$ cat config.mk
export PLATFORM = sky130hd
export DESIGN_NAME = sprite_anim_renderer
export DESIGN_NICKNAME = d
export VERILOG_FILES = /design/src/rtl/sprite_anim_renderer.sv
export SDC_FILE = /design/constraint.sdc
export NUM_CORES = 1
export LEC_CHECK = 0
export BUFFER_PORTS_ARGS = -buffer_cell sky130_fd_sc_hd__buf_2
export CAP_MARGIN = 5
export CELL_PAD_IN_SITES_DETAIL_PLACEMENT = 0
export CELL_PAD_IN_SITES_GLOBAL_PLACEMENT = 1
export CORE_ASPECT_RATIO = 0.7
export CORE_UTILIZATION = 43
export DETAILED_ROUTE_END_ITERATION = 7
export MAX_ROUTING_LAYER = met4
export PLACE_DENSITY_LB_ADDON = 0.1
export SLEW_MARGIN = 0
export SYNTH_ARGS = -nofsm -noshare
export SYNTH_HDL_FRONTEND = slang
export SYNTH_SLANG_ARGS = --single-unit
$ cat constraint.sdc
create_clock -name vga_clk -period 9.93 [get_ports vga_clk]
set_input_delay 1.4895 -clock vga_clk [delete_from_list [all_inputs] [get_ports vga_clk]]
set_output_delay 1.4895 -clock vga_clk [all_outputs]
set_load 0.02 [all_outputs]
$ cat src/rtl/sprite_anim_renderer.sv
// Animated sprite renderer: hit-test and ROM addressing against a frame-latched sprite
// position, a vblank-driven frame sequencer, and a two-stage pipeline to registered RGB.
module sprite_anim_renderer #(
    parameter  int SPR_W           = 64,
    parameter  int SPR_H           = 96,
    parameter  int NUM_FRAMES      = 4,
    parameter  int FRAME_HOLD      = 6,
    parameter  int IDX_W           = 4,
    parameter  int TRANSPARENT_IDX = 0,
    localparam int ADDR_W          = $clog2(SPR_W * SPR_H * NUM_FRAMES),
    localparam int FRAME_W         = (NUM_FRAMES > 1) ? $clog2(NUM_FRAMES) : 1
) (
    input  logic               vga_clk,
    input  logic               reset_n,
    input  logic [9:0]         draw_x,
    input  logic [9:0]         draw_y,
    input  logic               blank,
    input  logic               frame_tick,
    input  logic [9:0]         sprite_x,
    input  logic [9:0]         sprite_y,
    input  logic               flip,
    input  logic               anim_start,
    input  logic               loop_en,
    output logic [ADDR_W-1:0]  rom_address,
    input  logic [IDX_W-1:0]   rom_q,
    output logic [IDX_W-1:0]   pal_index,
    input  logic [3:0]         pal_red,
    input  logic [3:0]         pal_green,
    input  logic [3:0]         pal_blue,
    output logic [3:0]         red,
    output logic [3:0]         green,
    output logic [3:0]         blue,
    output logic               opaque,
    output logic [FRAME_W-1:0] frame_idx,
    output logic               anim_busy,
    output logic               anim_done
);

    localparam int HOLD_W = (FRAME_HOLD > 1) ? $clog2(FRAME_HOLD) : 1;

    typedef enum logic [1:0] {S_IDLE, S_PLAY, S_DONE} state_t;

    state_t              state_q;
    logic [FRAME_W-1:0]  frame_idx_q;
    logic [HOLD_W-1:0]   hold_cnt_q;
    logic                anim_busy_q;
    logic                anim_done_q;

    logic [9:0]          sx_q, sx_d, sy_q, sy_d;
    logic                flip_q, flip_d;
    logic [10:0]         dx, dy, lx;
    logic                hit;
    logic [ADDR_W-1:0]   rom_address_q, rom_address_d;
    logic                hit_d1_q, hit_d1_d;
    logic [3:0]          red_q, red_d, green_q, green_d, blue_q, blue_d;
    logic                opaque_q, opaque_d;

    always_comb begin
        // NOTE: every always_comb output gets a value on every path (defaults first) so no latch is inferred.
        rom_address_d = '0;
        // Position and mirroring only change on the vblank tick so a sprite never tears mid-frame.
        sx_d   = frame_tick ? sprite_x : sx_q;
        sy_d   = frame_tick ? sprite_y : sy_q;
        flip_d = frame_tick ? flip     : flip_q;

        // 11-bit differences: a borrow into bit 10 means the pixel is left of/above the sprite.
        dx  = {1'b0, draw_x} - {1'b0, sx_q};
        dy  = {1'b0, draw_y} - {1'b0, sy_q};
        hit = blank && (draw_x >= sx_q) && (draw_y >= sy_q)
              && (dx < 11'(SPR_W)) && (dy < 11'(SPR_H));
        lx  = flip_q ? (11'(SPR_W - 1) - dx) : dx;

        if (hit) begin
            rom_address_d = ADDR_W'(frame_idx_q) * ADDR_W'(SPR_W * SPR_H)
                          + ADDR_W'(dy) * ADDR_W'(SPR_W) + ADDR_W'(lx);
        end
        hit_d1_d = hit;

        // Stage 2: rom_q belongs to the address registered one cycle earlier, alongside hit_d1_q.
        opaque_d = hit_d1_q && (rom_q != IDX_W'(TRANSPARENT_IDX));
        red_d    = opaque_d ? pal_red   : 4'd0;
        green_d  = opaque_d ? pal_green : 4'd0;
        blue_d   = opaque_d ? pal_blue  : 4'd0;
    end

    // NOTE: sequential state uses non-blocking assignments only, so every flop samples pre-edge values.
    always_ff @(posedge vga_clk or negedge reset_n) begin
        if (!reset_n) begin
            sx_q          <= '0;
            sy_q          <= '0;
            flip_q        <= 1'b0;
            rom_address_q <= '0;
            hit_d1_q      <= 1'b0;
            red_q         <= '0;
            green_q       <= '0;
            blue_q        <= '0;
            opaque_q      <= 1'b0;
        end else begin
            sx_q          <= sx_d;
            sy_q          <= sy_d;
            flip_q        <= flip_d;
            rom_address_q <= rom_address_d;
            hit_d1_q      <= hit_d1_d;
            red_q         <= red_d;
            green_q       <= green_d;
            blue_q        <= blue_d;
            opaque_q      <= opaque_d;
        end
    end

    // Animation sequencer; anim_start has priority and swallows a coincident tick.
    always_ff @(posedge vga_clk or negedge reset_n) begin
        if (!reset_n) begin
            state_q     <= S_IDLE;
            frame_idx_q <= '0;
            hold_cnt_q  <= '0;
            anim_busy_q <= 1'b0;
            anim_done_q <= 1'b0;
        end else begin
            anim_done_q <= 1'b0;
            if (anim_start) begin
                state_q     <= S_PLAY;
                frame_idx_q <= '0;
                hold_cnt_q  <= '0;
                anim_busy_q <= 1'b1;
            end else if (state_q == S_PLAY && frame_tick) begin
                if (hold_cnt_q == HOLD_W'(FRAME_HOLD - 1)) begin
                    hold_cnt_q <= '0;
                    if (frame_idx_q != FRAME_W'(NUM_FRAMES - 1)) begin
                        frame_idx_q <= frame_idx_q + 1'b1;
                    end else if (loop_en) begin
                        frame_idx_q <= '0;
                    end else begin
                        state_q     <= S_DONE;
                        anim_busy_q <= 1'b0;
                        anim_done_q <= 1'b1;
                    end
                end else begin
                    hold_cnt_q <= hold_cnt_q + 1'b1;
                end
            end
        end
    end

    assign rom_address = rom_address_q;
    assign pal_index   = rom_q;
    assign red         = red_q;
    assign green       = green_q;
    assign blue        = blue_q;
    assign opaque      = opaque_q;
    assign frame_idx   = frame_idx_q;
    assign anim_busy   = anim_busy_q;
    assign anim_done   = anim_done_q;

endmodule

Yosys cells after proc, flatten, opt, wreduce, memory -nomap -nowiden
Index checks and enable logic that the tools add are counted.

cells by class
  equal/unequal tests = 5
  $lt $le $gt $ge = 4
  muxes and demuxes = 28
  multiply operators = 1
  add/subtract/negate cells = 7
  reduce and logical (&&, ||, !) cells = 12

operators with widths
  kind                     number
  $lt A11 B7 Y1 const B    2
  $sub A10 B10 Y11         2
  $ge A10 B10 Y1           2
  $mux W2                  10
  $add A15 B11 Y15         1
  $add A15 B15 Y15         1
  $mux W15                 1
  $mux W4                  3
  $mux W11                 1
  $sub A6 B11 Y11 const A  1
  $mux W1                  10
  $mux W3                  3
  $logic_and A1 B1 Y1      6
  $ne A2 B2 Y1 const B     3
  $mul A2 B2 Y4 const B    1
  $reduce_and A4 Y1        1
  $reduce_bool A2 Y1       2
  $reduce_bool A4 Y1       1
  $add A3 B1 Y3 const B    1
  $eq A3 B3 Y1 const B     1
  $reduce_and A3 Y1        1
  $reduce_bool A3 Y1       1
  $add A2 B1 Y2 const B    1
  $eq A2 B1 Y1 const B     1

word-level totals
  bits in registers = 59
  logic and storage cells = 71
  input port bits = 63

Depth between registers and ports, before layout
Gate-level depths: netlist (run 1).

  depth in word-level cells = 6
  mapped depth = 19

Worst setup path after synthesis (run 1)
Ideal clock, no wire load.

  kind = input to register
  from = input port draw_x[0]
  to = register rom_address_q[14], in the netlist rom_address[14]
  path slack = 4.855 ns
  arrival = 4.973 ns
  setup time = 0.101 ns
  data required time = 9.829 ns
  cell stages on the path = 18
  cell sequence = inv_1 ha_1 inv_1 fa_1 a31o_4 or4_2 nand4_1 inv_1 ha_1 nand2_1 o21ai_0 fa_1 a21oi_1 nor2b_1 o31a_1 o41ai_1 xnor2_1 nor4_1

on the way
  word-level cells in the longest chain between the ends = 6
  elaborated cells between the ends (all ways) = 11
  classes of those cells = 3 x add/sub; 2 x order compare; 2 x mux; 4 x reduce/logical

RTL lines
  what                                                                      RTL line  source
  start: declaration                                                        15        input logic [9:0] draw_x,
  parallel branches: the longest is 5 deep, another holds $add A15 B11 Y15  -
  $mux W15 (*)                                                              73        if (hit) begin
  net rom_address_d[14]                                                     53        logic [ADDR_W-1:0] rom_address_q, rom_address_d;
  end signal: assignment                                                    102       rom_address_q <= rom_address_d;
  end: declaration                                                          53

Mark *: on every way through the listed nets, which the timed path passes.
A chain may end at the register's enable or synchronous reset.

Worst setup path in the final report (run 1)
  from = input port draw_x[3]
  to = register rom_address_q[14], in the netlist rom_address[14]

The elaborated chain is that of the path after synthesis.

==> results.yml, run 1 <==
cts:
  cts_tree: "done"
  cts-root-buf: "clkbuf_16"
  cts_resized: 0
  cts.path.max_buffers: 2
  clk_pin_slew_ns: 0.05
  clkLatencyLatePin_ns: 0.33
  htree_levels: 3
  post_cts_buffers: 0
  numCtsBuffers: 9
  clock-sinks: 58
  ctsHoldBuffers: 0
route:
  first_iter_violations: 110
  wirelength_um: 8209
  drc: 0
  wl_per_cell_um: 14.18
  vias: 2925
  ant_nets: 0
  viasPerCell: 5.052
  first_pass_iters: 4
setup_path:
  reg2reg_from: "sx_q[1]"
  critPathKind: "in -> reg"
  cp_max_fo: 4
  setup.worst_path.start_class: "input pin"
  required_ns: 10.15
  startpoint: "draw_x[3]"
  worstPathArrival_ns: 5.50
  critPathCaptureType: "flop"
synth:
  synth_edf_count: 0
  netlist_top_cells_area: "dfrtp_1, ha_1, xnor2_1"
  yosys_warnings: 0
  mappedNetlistNets: 477
  synth_area_sq_um: 3681
  syn_inst: 379
  ys_ff_latch: 58
  async_reset_ff_share_pct: 100.0
  yosysTopAreaCellShare_pct: 39.43
  seq_area_frac_synth_pct: 39.43
  yosysUniqueCellTypes: 56
  synth.largest_area_cell: "dfrtp_1"
  synth_area_per_cell_sq_um: 9.712
  synthFlopType: "dfrtp_1"
timing:
  period_share_pct: 53.18
  max_freq_ghz: 0.1894
  drv_slew: 0
  tightest_slew_ns: 0.9943
  setup_viol: 0
  setup_tns_ns: 0
  fin_skew_ns: 0.005520
  hold_viol_final: 0
  relSlewSlack_pct: 33.71
  rsz0062_at_grt: "no"
  min_period_ns: 5.281
power:
  powerDensity_nw_per_um2: 178.0
  leakagePower_nw: 2.273
  power.total_w: 0.0007990
  peakVddDrop_mv: 0.07032
cells_and_area:
  n_antenna_cell: 0
  drive_gt1_share_pct: 28.87
  area_delta_synth_final_pct: 21.92
  fin_cells: 579
  layout_commonest_cell: "buf_2"
  final_cell_mix: "buf_2, dfrtp_1, inv_1, ha_1"
  nets: 571
place:
  port_buffers: 98
  gp_congestion: 0.8409
  placed_cells: 563
  hpwl_um: 6197
floorplan:
  die_w_um: 112.6
  rows: 27
  core_area_sq_um: 8074
  chipHeight_um: 79.41
  io-pin-count: 99
  fp.dieArea_sq_um: 8940
  initial_core_util_pct: 45.59
worst_hold_path:
  hold_path.class: "reg -> reg"
  hold_start: "sy_q[0]"
status:
  status: "finished, final reports clean"
global_route:
  grt_pass1_vias: 2770
  track_usage_pct: 20.32
  grt_max_degree: 59
  overflow: 0
  antenna_found_initial: 0
  grt_pass1_wl_um: 13630
job:
  cap_viol_max_count: 0
-- report_power, final --
part | internal [W] | switching [W] | total, W
sequential | 0.000245 | 0.00000470 | 0.000250
combinational | 0.000108 | 0.000153 | 0.000261
clock | 0.000175 | 0.000113 | 0.000288
-- area by class of cell --
| type | instances | area [sq um] |
|---|---|---|
| clock buffer | 10 | 239.0 |
| clock inverter | 6 | 42.54 |
| fill | 754 | 3586 |
| inverter | 36 | 135.1 |
| multi-input combinational | 269 | 1996 |
| sequential | 58 | 1451 |
| tap | 101 | 126.4 |
| timing repair buffer | 99 | 498.0 |
-- cell usage after synthesis (2+ instances only) --
library cell	number
a211oi_1	4
a21oi_1	18
nor3_1	7
nand2_1	29
o21ai_0	29
o41ai_1	2
nand3_1	6
a22oi_1	2
xor2_1	9
or2_2	2
nand3b_1	2
nor2b_1	4
dfrtp_1	58
xnor2_1	18
o211ai_1	2
o21a_1	3
and3_1	3
fa_1	3
o2111a_1	2
ha_1	32
nor2_1	20
or3_1	3
buf_1	2
clkbuf_1	5
o2111ai_1	2
mux2_2	4
nor4_2	8
inv_1	36
nor4_1	7
and2_1	16
buf_2	2
a21o_1	7
nand4_1	5
buf_4	5
-- worst max-delay path, stage by stage --
cell      delay [ns]
buf_2           0.10
ha_1            0.35
a21o_1          0.22
a21o_2          0.24
or2_2           0.33
a221oi_1        0.49
inv_1           0.13
ha_1            0.32
nand2_1         0.05
o21ai_0         0.15
fa_1            0.47
a21oi_1         0.16
nor2b_1         0.08
o31a_1          0.26
o41ai_1         0.36
xnor2_1         0.13
nor4_1          0.18
-- final timing paths --
| check | to | cells past startpoint | slack [ns] |
|---|---|---|---|
| worst min register to register | sy_q[0] | 1 | 0.52 |
| worst min-delay path | sy_q[0] | 1 | 0.52 |
| worst max-delay path | rom_address[14] | 17 | 4.65 |
| worst max register to register | rom_address[14] | 17 | 5.50 |
| min in group asynchronous | rom_address[2] | 2 | 1.30 |
| max in group asynchronous | frame_idx[0] | 2 | 8.14 |
-- kinds of logic after synthesis --
family | after synthesis | synth area share (%)
xor+xnor | 27 | 6.424
mux | 5 | 1.496
simple gates | 117 | 18.12
flops | 58 | 39.43
buf+inv | 52 | 6.526
fa+ha+maj | 35 | 12.51
compound gates | 85 | 15.50
-- metal layers --
layer  vias to the layer above  wire length [um]  GRT usage (%)
met5                         -                 0              -
met4                         0               119          7.733
met3                        13               454          4.556
met2                        94              3078          26.23
met1                      1306              4558          30.31
li1                       1512                 -              -
-- flip-flops by register name, indices dropped and copies added, names as in the netlist, 2 cells and up --
signal,cells
sx_q,10
frame_idx,2
blue,4
state_q,2
red,4
rom_address,15
hold_cnt_q,3
sy_q,10
green,4
-- per-stage QoR --
step	instance area [sq um]	worst slack, ns	utilization (%)	hold slack [ns]
finish	4488	4.650	55.59	0.5155
global route	4488	4.414	55.59	0.5384
floorplan	3681	4.855	-	0.4849
CTS	4488	4.681	55.59	0.5163
detailed placement	4207	4.353	52.10	0.5050
global placement	4207	4.559	52.10	0.4976
(Power assumes the default switching activity.)
==> inputs of run 2 (changes only) <==
- CORE_UTILIZATION: 43 -> 40
- clock period: 9.93 -> 4.9 ns (I/O delays scaled with it)
==> results.yml, run 2 (synthesis results as in run 1) <==
cts:
  cts_tree: "done"
  clkLatencyLatePin_ns: 0.33
  clk_pin_slew_ns: 0.05
  numCtsBuffers: 9
  cts-root-buf: "clkbuf_16"
  ctsHoldBuffers: 0
  post_cts_buffers: 0
  cts.path.max_buffers: 2
  htree_levels: 3
  clock-sinks: 58
  cts_resized: 0
timing:
  rsz0062_at_grt: "no"
  drv_slew: 0
  relSlewSlack_pct: 32.75
  period_share_pct: 90.78
  hold_viol_final: 0
  max_freq_ghz: 0.2248
  setup_viol: 0
  tightest_slew_ns: 1.009
  fin_skew_ns: 0.005490
  setup_tns_ns: 0
  min_period_ns: 4.448
worst_hold_path:
  whs_endpoint: "sy_q[0]"
  hold_path.class: "reg -> reg"
  whs_path_depth: 1
  hold_start: "sy_q[0]"
floorplan:
  chipHeight_um: 82.26
  die_w_um: 116.7
  core_area_sq_um: 8688
  rows: 28
  fp.dieArea_sq_um: 9596
  io-pin-count: 99
  initial_core_util_pct: 42.37
route:
  wirelength_um: 8101
  first_iter_violations: 104
  vias: 2901
  first_pass_iters: 4
  ant_nets: 0
  drc: 0
  wl_per_cell_um: 13.55
  viasPerCell: 4.851
cells_and_area:
  area_delta_synth_final_pct: 23.25
  drive_gt1_share_pct: 28.66
  design_area_sq_um: 4537
  final_util_pct: 52.22
  largest_reg_flops: 15
  layout_commonest_cell: "buf_2"
  n_antenna_cell: 0
  final_cell_mix: "buf_2, dfrtp_1, inv_1, ha_1"
  nets: 571
  nFillCells: 859
power:
  power_frac_comb_pct: 31.7
  seqPwrFrac_pct: 30.4
  peakVddDrop_mv: 0.2037
  clockPowerShare_pct: 37.9
  power.switching_w: 0.0005303
  leakagePower_nw: 2.284
  netSwitchingFraction_pct: 31.85
  internal_power_w: 0.001135
  powerDensity_nw_per_um2: 367.0
place:
  gp_congestion: 0.8991
  placed_area_sq_um: 4230
  hpwl_um: 6186
  port_buffers: 98
setup_path:
  critPathKind: "in -> reg"
  rrSetupSlack_ns: 0.61
  critPathCaptureType: "flop"
  crit_top_cell: "inv_1"
  required_ns: 5.12
  max_stage_delay_ns: 0.55
  critical-path-top-delay-family: "adder cells"
  worstPathArrival_ns: 4.67
  worst_r2r_path_depth: 17
  reg2reg_from: "sx_q[1]"
  crit_chain: "buf_2 > inv_1 > ha_1 > inv_1 > fa_1 > a31o_4 > or4_2 > nand4_1 > inv_1 > ha_1 > nand2_1 > o21ai_0 > fa_1 > a21oi_1 > nor2b_1 > o31a_1 > o41ai_1 > xnor2_1 > nor4_1"
  cp_max_fo: 4
  r2r-end: "rom_address[14]"
  setup.worst_path.start_class: "input pin"
  cp_num_buf_inv: 4
  crit_path_top_delay_cell: "or4_2"
status:
  status: "finished, final reports clean"
global_route:
  grt_max_degree: 59
  grt_pass1_vias: 2664
  grt_pass1_wl_um: 13110
  track_usage_pct: 18.94
  antenna_found_initial: 0
  overflow: 0
job:
  cap_viol_max_count: 0
run 2: changes by cell type in the layout (fill, tap and decap cells not counted), sizes merged:
cell    previous run  this run
clkbuf            10        12
bufinv             0         1
clkinv             4         1
run 2: metrics by stage:
step | hold WS [ns] | power, W | std cells | setup slack (ns)
after global placement | 0.4979 | 0.001038 | 582 | 0.2735
after floorplan | 0.4394 | 0.0009241 | 379 | 0.5798
after CTS | 0.5147 | 0.001682 | 598 | 0.4563
after global routing | 0.5361 | 0.001770 | 598 | 0.1137
final | 0.5109 | 0.001665 | 598 | 0.4517
after detailed placement | 0.5031 | 0.001037 | 582 | 0.1190
run 2: worst max-delay path by stage:
stage | from | endpoint | slack [ns] | depth (start not counted)
after global routing | draw_x[3] | rom_address[14] | 0.11 | 17
after CTS | draw_x[0] | rom_address[14] | 0.46 | 19
final | draw_x[0] | rom_address[14] | 0.45 | 19
after detailed placement | draw_x[0] | rom_address[14] | 0.12 | 19
after global placement | draw_x[0] | rom_address[14] | 0.27 | 19
after floorplan | draw_x[0] | rom_address[14] | 0.58 | 18
run 2: routing by layer:
metal / track usage [%] / part of all wire (%) / up-vias
li1: - / - / 1511
met1: 28.32 / 56 / 1297
met5: - / 0 / -
met3: 4.672 / 5.2 / 9
met4: 6.076 / 1.2 / 0
met2: 24.38 / 38 / 84
run 2: power by group through the flow:
stage / sequential, W / combinational [W] / clock [W]
final: 0.000507 / 0.000527 / 0.000632
after global routing: 0.000508 / 0.000594 / 0.000668
after CTS: 0.000506 / 0.000530 / 0.000645
after detailed placement: 0.000514 / 0.000523 / 0
after global placement: 0.000514 / 0.000525 / 0
after floorplan: 0.000510 / 0.000414 / 0
run 2: area by class of cell:
type	count	area, sq um	area share [%]
Clock buffer	12	256.5	5.654
Sequential cell	58	1451	31.99
Clock inverter	4	50.05	1.103
Multi-Input combinational cell	269	1996	43.99
Timing Repair Buffer	99	498.0	10.98
Tap cell	120	150.1	3.309
Inverter	36	135.1	2.978
